`config.mk`:
```
export PLATFORM = sky130hd
export DESIGN_NAME = next_in_conditioner_flat
export DESIGN_NICKNAME = d
export VERILOG_FILES = /design/src/rtl/next_in_if.sv /design/src/rtl/next_in_conditioner.sv /design/src/flat_wrapper.sv
export SDC_FILE = /design/constraint.sdc
export NUM_CORES = 1
export LEC_CHECK = 0
export BUFFER_PORTS_ARGS = -buffer_cell sky130_fd_sc_hd__clkbuf_2
export CELL_PAD_IN_SITES_DETAIL_PLACEMENT = 1
export CELL_PAD_IN_SITES_GLOBAL_PLACEMENT = 1
export CORE_MARGIN = 2
export CORE_UTILIZATION = 45
export CTS_CLUSTER_SIZE = 28
export DETAILED_ROUTE_END_ITERATION = 10
export PLACE_DENSITY_LB_ADDON = 0.1
export SKIP_LAST_GASP = 1
export SLEW_MARGIN = 5
export SYNTH_ARGS = -nofsm -noshare
export SYNTH_HDL_FRONTEND = slang
export SYNTH_SLANG_ARGS = --single-unit
```
`constraint.sdc`:
```
create_clock -name clk -period 5 [get_ports clk]
set_input_delay 0.5 -clock clk [delete_from_list [all_inputs] [get_ports clk]]
set_output_delay 0.5 -clock clk [all_outputs]
set_load 0.05 [all_outputs]
```
`src/rtl/next_in_if.sv`:
```
// Board-input bundle between the raw push-button/switch pins and the conditioned strobe/data
// seen by the downstream accumulator FSM.
interface next_in_if #(
  parameter int PCOUNT_W = 8
);
  // Handshake: there is no valid/ready back-pressure. next_pulse is a one-cycle strobe that the
  // consumer must take in the cycle it is high. in_sampled is valid with that strobe and holds
  // until the next strobe.
  logic                next_raw;
  logic                in_raw;
  logic                next_pulse;
  logic                in_sampled;
  logic                in_level;
  logic                next_level;
  logic [PCOUNT_W-1:0] press_count;

  modport master (
    output next_raw,
    output in_raw,
    input  next_pulse,
    input  in_sampled,
    input  in_level,
    input  next_level,
    input  press_count
  );

  modport slave (
    input  next_raw,
    input  in_raw,
    output next_pulse,
    output in_sampled,
    output in_level,
    output next_level,
    output press_count
  );
endinterface

```
`src/rtl/next_in_conditioner.sv`:
```
// Synchronises and debounces the next push-button and in switch, then emits a press strobe,
// the data bit captured at that press, and a wrapping press counter.
module next_in_conditioner #(
  parameter int SYNC_STAGES     = 2,
  parameter int DEBOUNCE_CYCLES = 50000,
  parameter int CNT_W           = 16,
  parameter int PCOUNT_W        = 8
) (
  input logic      clk,
  input logic      reset,
  next_in_if.slave bus
);
  localparam int                   CH_NEXT = 0;
  localparam int                   CH_IN   = 1;
  localparam logic [CNT_W-1:0]     CNT_MAX = CNT_W'(DEBOUNCE_CYCLES - 1);

  logic [1:0]             raw;
  logic [SYNC_STAGES-1:0] sync_chain [2];
  logic [CNT_W-1:0]       cnt [2];
  logic [1:0]             stable;
  logic                   stable_next_d;
  logic                   rise;
  logic                   next_pulse_q;
  logic                   in_sampled_q;
  logic [PCOUNT_W-1:0]    press_count_q;

  assign raw[CH_NEXT] = bus.next_raw;
  assign raw[CH_IN]   = bus.in_raw;
  assign rise         = stable[CH_NEXT] & ~stable_next_d;

  always_ff @(posedge clk) begin
    if (reset) begin
      for (int c = 0; c < 2; c++) begin
        sync_chain[c] <= '0;
        cnt[c]        <= '0;
      end
      stable        <= '0;
      stable_next_d <= 1'b0;
      next_pulse_q  <= 1'b0;
      in_sampled_q  <= 1'b0;
      press_count_q <= '0;
    end else begin
      for (int c = 0; c < 2; c++) begin
        sync_chain[c] <= {sync_chain[c][SYNC_STAGES-2:0], raw[c]};
        // Any return to the stable level before commit throws away the partial count.
        if (sync_chain[c][SYNC_STAGES-1] == stable[c]) begin
          cnt[c] <= '0;
        end else if (cnt[c] == CNT_MAX) begin
          stable[c] <= sync_chain[c][SYNC_STAGES-1];
          cnt[c]    <= '0;
        end else begin
          cnt[c] <= cnt[c] + 1'b1;
        end
      end
      stable_next_d <= stable[CH_NEXT];
      next_pulse_q  <= rise;
      // stable[CH_IN] here is the pre-commit value if in settles on this same edge.
      if (rise) begin
        in_sampled_q  <= stable[CH_IN];
        press_count_q <= press_count_q + 1'b1;
      end
    end
  end

  assign bus.next_pulse  = next_pulse_q;
  assign bus.in_sampled  = in_sampled_q;
  assign bus.in_level    = stable[CH_IN];
  assign bus.next_level  = stable[CH_NEXT];
  assign bus.press_count = press_count_q;
endmodule

```
`src/flat_wrapper.sv`:
```
// flat-port wrapper written by rule: the top's interface ports become plain ports
module next_in_conditioner_flat 
#(
  parameter int SYNC_STAGES     = 2,
  parameter int DEBOUNCE_CYCLES = 50000,
  parameter int CNT_W           = 16,
  parameter int PCOUNT_W        = 8
)
  (clk, reset, bus_next_raw, bus_in_raw, bus_next_pulse, bus_in_sampled, bus_in_level, bus_next_level, bus_press_count);
  next_in_if #(.PCOUNT_W(PCOUNT_W)) bus_i ();
  input logic clk;
  input logic reset;
  input wire logic [$bits(bus_i.next_raw)-1:0] bus_next_raw;
  input wire logic [$bits(bus_i.in_raw)-1:0] bus_in_raw;
  output wire logic [$bits(bus_i.next_pulse)-1:0] bus_next_pulse;
  output wire logic [$bits(bus_i.in_sampled)-1:0] bus_in_sampled;
  output wire logic [$bits(bus_i.in_level)-1:0] bus_in_level;
  output wire logic [$bits(bus_i.next_level)-1:0] bus_next_level;
  output wire logic [$bits(bus_i.press_count)-1:0] bus_press_count;
  assign bus_i.next_raw = bus_next_raw;
  assign bus_i.in_raw = bus_in_raw;
  assign bus_next_pulse = bus_i.next_pulse;
  assign bus_in_sampled = bus_i.in_sampled;
  assign bus_in_level = bus_i.in_level;
  assign bus_next_level = bus_i.next_level;
  assign bus_press_count = bus_i.press_count;
  next_in_conditioner #(.SYNC_STAGES(SYNC_STAGES), .DEBOUNCE_CYCLES(DEBOUNCE_CYCLES), .CNT_W(CNT_W), .PCOUNT_W(PCOUNT_W)) u_core (.clk(clk), .reset(reset), .bus(bus_i));
endmodule
```
==> flow_summary.yaml, run 1 <==
outcome:
  outcome: "complete, no violations"
final_layout:
  finalNetCount: 277
  antennaDiodeCount: 0
  mostFrequentLayoutCells: "nor2_1, edfxtp_1, conb_1"
  mostFrequentLayoutCell: "nor2_1"
  drive_gt1_share_pct: 13.7
  fin_util_pct: 53.5
  areaGrowthSynthToFinish_pct: 13.3
  fillCellCount: 582
  multi_input_area_sq_mm: 0.00121
  register_area_sq_mm: 0.00130
cts:
  cts-root-buf: "clkbuf_8"
  cts_htree_levels: 2
  cts_made_buffers: 5
  ctsResizeCount: 0
  post_cts_buffers: 0
  numClockSinks: 49
  cts_buffer_depth: 2
  cts_tree: "built"
  hold_buffers: 0
  clkTransAtPathRegs_ns: 0.09
  insertion_delay_ns: 0.30
setup_path:
  cp_cell_sequence: "nor4b_1, nand4_1, nand2_2, nor2_1"
  criticalPathCategory: "reg2reg"
  cp_slowest_cell: "edfxtp_1"
  crit_fanout: 14
  required_ns: 5.04
  cp-start-kind: "flip-flop"
  slowest_delay_ns: 0.49
  end_kind: "flip-flop"
  arrival_ns: 1.83
detailed_routing:
  route.met2.wl_mm: 2.05
  routedWlPerCell_um: 13.1
  topRoutingLayerUsed: "met4"
  drtPass1Iterations: 4
  drt_iter0_drc: 52
  via_count: 1680
  drc: 0
  routed_wl_mm: 4.46
  wl_met3_um: 115
  viasPerCell: 4.93
  wl_met1_mm: 2.22
  ant_nets: 0
global_route:
  antenna_found_initial: 0
  grt_usage_pct: 16.7
  first_global_vias: 1728
  grt_pass1_wl_mm: 7.94
  grt_max_degree: 21
  grt_overflow_total: 0
logic_synthesis:
  synthTopCellsByArea: "edfxtp_1, dfxtp_1, xnor2_1, nor2_1, xor2_1"
  syn_area_sq_mm: 0.00244
  synth_ff_type: "edfxtp_1"
  seq_area_frac_synth_pct: 53.3
  ys_ff_latch: 49
  syn_inst: 223
  synth_cell_types: 31
  synth_edf_count: 32
  synth_top_area_share_pct: 39.3
  async_flop_share_pct: 0
  avgSynthCellArea_sq_um: 11.0
  yosysWarnings: 0
  yosysTopAreaCell: "edfxtp_1"
die:
  pin_count: 16
  core_area_sq_mm: 0.00517
  initial_utilization_pct: 47.2
  fp-row-count: 26
  die_area_sq_mm: 0.00604
  die_h_um: 77.7
  die_w_um: 77.7
power_and_ir_drop:
  p_per_area_mw_per_mm2: 259
  vdd_drop_max_v: 0.000136
  power.total_w: 0.000717
  p_leak_nw: 1.00
sta:
  setup_tns_ns: 0
  fmax_ghz: 0.559
  clock_skew_ns: 0.0113
  slew_headroom_pct: 46.0
  tightest_slew_ns: 0.809
  setup_viol: 0
  rsz0062_at_grt: "no"
  period_minus_slack_ns: 1.79
  finalMaxSlewViolations: 0
  hold_violations: 0
  fin_crit_sh_pct: 35.8
placement:
  io_buffers: 15
  dp_hpwl_mm: 3.31
  gp_congestion: 0.807
job:
  drv_cap: 0
hold_path:
  hold_path.class: "in2reg"
-- Yosys cell counts, types with 3 or more instances --
cell,n
nor2b_1,7
nand3_1,11
nand2_1,9
nor4_2,6
nand4_1,9
ha_1,3
dfxtp_1,17
xor2_1,12
xnor2_1,25
and3_1,6
inv_1,4
edfxtp_1,32
nor2_1,48
nor3_1,7
mux2i_1,4
-- through the flow --
stage / cells / hold WS, ns / worst slack, ns / instance area, sq um
detailed placement: 333 / 0.434 / 3.17 / 2690
CTS: 341 / 0.421 / 3.17 / 2770
global route: 341 / 0.416 / 3.04 / 2770
global placement: 333 / 0.417 / 3.20 / 2690
finish: 341 / 0.425 / 3.21 / 2770
floorplan: 254 / 0.414 / 3.42 / 2560
-- report_power, final --
group          total [W]  internal, W  switching [W]
Clock           0.000229    0.0000997       0.000130
Sequential      0.000459     0.000443      0.0000156
Combinational  0.0000293    0.0000123      0.0000169
-- cell type report --
| type | instances | area share [%] |
|---|---|---|
| clock buffer | 7 | 2.76 |
| inverter | 4 | 0.542 |
| multi-input combinational | 195 | 43.6 |
| tap | 70 | 3.16 |
| sequential | 49 | 47.0 |
| timing repair buffer | 15 | 2.71 |
| clock inverter | 1 | 0.226 |
-- layer usage --
metal  global-route usage (%)  vias to the layer above
met2                     25.9                       24
li1                         -                      839
met1                     22.5                      811
met4                     6.79                        0
met3                     3.84                        6
met5                        0                        -
-- state kept, by name, summed over array words and instances, names as in the netlist --
signal,flops
u_core.bus.next_pulse,1
u_core.bus.press_count,8
u_core.cnt,32
u_core.stable,2
u_core.sync_chain,4
u_core.stable_next_d,1
u_core.bus.in_sampled,1
-- worst max-delay path: cells and delay by family (launching register included) --
kind,cells,cell delay (ns)
flip-flops,1,0.49
AND/OR/NAND/NOR,4,1.03
-- final timing paths --
| kind | start | end | slack (ns) | depth (start not counted) |
|---|---|---|---|---|
| worst max-delay path | u_core.cnt[0][5] | u_core.cnt[0][4] | 3.21 | 4 |
| worst min-delay path | bus_next_raw | u_core.sync_chain[0][0] | 0.42 | 2 |
| worst max register to register | u_core.cnt[0][5] | u_core.cnt[0][4] | 3.21 | 4 |
| worst min register to register | u_core.sync_chain[0][2] | u_core.sync_chain[0][3] | 0.45 | 1 |
-- cell families after synthesis --
group / share of synthesized area, %
muxes: 1.64
adders and majority gates: 1.54
and+or+nand+nor: 28.1
buffers and inverters: 2.10
DFF: 53.3
xor gates and xnor gates: 13.3
other: 0.153
(Power assumes the default switching activity.)
==> inputs of run 2 (changes only) <==
Settings changed: CORE_UTILIZATION 45 to 43.
Clock period 5 ns to 1.5 ns, I/O delays scaled along.
==> run 2 against run 1 <==
- the run now ends with negative setup slack left
- via count up 19%
- final cell count grew 16%
- register-to-register slack worse by 3.4 ns
- flip-flop and latch count did not move
- design area increased by 27%
- setup slack worse by 3.4 ns
- critical path type unchanged
- non-clock buffer count up 53
- highest routed layer unchanged
- sequential share of layout area shrank 10 points
- routed wire length grew 57%
==> flow_summary.yaml, run 2 (synthesis gave the netlist of run 1 again) <==
die:
  die_h_um: 79.4
  fp-row-count: 27
  pin_count: 16
  core_area_sq_mm: 0.00551
  die_area_sq_mm: 0.00630
  die_w_um: 79.4
  initial_utilization_pct: 44.4
global_route:
  grt_usage_pct: 20.1
  grt_overflow_total: 0
  first_global_vias: 2104
  antenna_found_initial: 0
  grt_pass1_wl_mm: 9.81
  grt_max_degree: 17
detailed_routing:
  drt_iter0_drc: 96
  viasPerCell: 5.05
  topRoutingLayerUsed: "met4"
  routed_wl_mm: 7.03
  wl_met1_mm: 3.09
  ant_nets: 0
  wl_met3_um: 187
  drtPass1Iterations: 4
  route.met2.wl_mm: 3.55
  routedWlPerCell_um: 17.7
  drc: 0
  via_count: 2005
cts:
  clkTransAtPathRegs_ns: 0.09
  insertion_delay_ns: 0.30
  cts_made_buffers: 5
  cts_htree_levels: 2
  numClockSinks: 49
  cts_tree: "built"
  cts-root-buf: "clkbuf_8"
  cts_buffer_depth: 2
power_and_ir_drop:
  p_int_w: 0.00197
  pwr-share-clk_pct: 32.9
  p_per_area_mw_per_mm2: 749
  combPwrFrac_pct: 9.5
  p_switching_w: 0.000660
  p_leak_nw: 1.37
  power.total_w: 0.00263
  power_switching_share_pct: 25.1
  power_frac_seq_pct: 57.6
  vdd_drop_max_v: 0.000915
hold_path:
  worstHoldStart: "bus_next_raw"
  min_path_cells: 2
  min_to: "u_core.sync_chain[0][0]"
  hold_path.class: "in2reg"
final_layout:
  final_cell_area_sq_mm: 0.00352
  mostFrequentLayoutCell: "buf_4"
  finalNetCount: 331
  antennaDiodeCount: 0
  areaGrowthSynthToFinish_pct: 43.9
  largest_reg_flops: 32
  mostFrequentLayoutCells: "buf_4, edfxtp_1, conb_1"
  drive_gt1_share_pct: 38.5
  regMostFlops: "u_core.cnt"
  fin_util_pct: 63.9
setup_path:
  rrSetupSlack_ns: -0.17
  r2r-start: "u_core.cnt[0][7]"
  cp-start-kind: "flip-flop"
  criticalPathCategory: "reg2reg"
  crit_fanout: 5
  arrival_ns: 1.73
  reg2reg_to: "u_core.cnt[0][10]"
  end_kind: "flip-flop"
  required_ns: 1.56
  r2r_cells: 5
sta:
  fin_crit_sh_pct: 111
  finalMaxSlewViolations: 0
  rsz0062_at_grt: "yes"
  clock_skew_ns: 0.00722
  setup_tns_ns: -3.82
  setup_ws_ns: -0.167
  fmax_ghz: 0.600
  hold_violations: 0
  period_minus_slack_ns: 1.67
  setup_viol: 33
placement:
  io_buffers: 15
  dp_hpwl_mm: 3.77
  dpl_cell_area_sq_mm: 0.00302
  gp_congestion: 0.735
outcome:
  violations: "negative setup slack"
  outcome: "finished with violations"
job:
  drv_cap: 0
-- run 2: changes by cell type in the layout (fill, tap and decap cells not counted), moves of 3 or more --
cell / previous run / this run
nor4_2: 6 / 3
xnor2_2: 0 / 3
nor4_4: 0 / 4
buf_4: 0 / 47
and3_4: 0 / 3
nor2_4: 0 / 12
nor2_1: 48 / 31
and3_1: 6 / 3
xnor2_1: 25 / 22
buf_6: 0 / 5
nor2_2: 0 / 5
-- run 2: area by class of cell --
cell class	count	area (sq um)
clock buffers	6	82.6
inverters	4	15.0
well taps	72	90.1
clock inverters	2	17.5
flip-flops and latches	49	1300
multi-input cells	196	1510
repair buffers	68	504
fillers	596	1990
-- run 2: power by group through the flow --
stage	sequential, W	clock [W]	combinational, W
finish	0.00152	0.000868	0.000249
floorplan	0.00155	0	0.0000884
global placement	0.00154	0	0.000170
CTS	0.00151	0.000875	0.000197
detailed placement	0.00154	0	0.000173
global route	0.00152	0.000929	0.000268
-- run 2: worst max path at each step --
stage	start	endpoint	slack, ns	depth (start not counted)
final	u_core.cnt[0][7]	u_core.cnt[0][10]	-0.17	5
after CTS	u_core.cnt[0][1]	u_core.cnt[0][10]	-0.09	5
after detailed placement	u_core.cnt[0][0]	u_core.cnt[0][10]	-0.08	5
after global routing	u_core.cnt[0][1]	u_core.cnt[0][14]	-0.22	6
after global placement	u_core.cnt[0][5]	u_core.cnt[0][11]	-0.05	5
after floorplan	u_core.stable[0]	u_core.bus.press_count[4]	0.01	5
-- run 2: metrics by stage --
stage,hold slack (ns),worst slack [ns],instances
final,0.0609,-0.167,397
after global routing,0.0612,-0.223,397
after CTS,0.0574,-0.0866,391
after detailed placement,0.377,-0.0836,372
after global placement,0.359,-0.0515,372
after floorplan,0.278,0.0108,254
-- run 2: critical path: stages, from the launching register on --
cell and delay [ns]:
edfxtp_1 0.43, buf_6 0.15, nand4_1 0.16, or3_4 0.45, xor2_2 0.18, nor2_2 0.05
-- run 2: routing by layer --
metal	vias to the layer above	GRT usage [%]
met1	993	24.8
met3	14	3.39
met4	0	5.69
met5	-	0
met2	49	36.2
li1	949	-
-- run 2: repair_timing --
item | in CTS | in global routing
endpoints found under the hold margin | 0 | 0
cloned | 1 | 0
gates resized for setup | 12 | 42
pin swaps | 12 | 24
setup buffers | 10 | 6
setup endpoints to repair | 30 | 34
hold buffers | 0 | 0
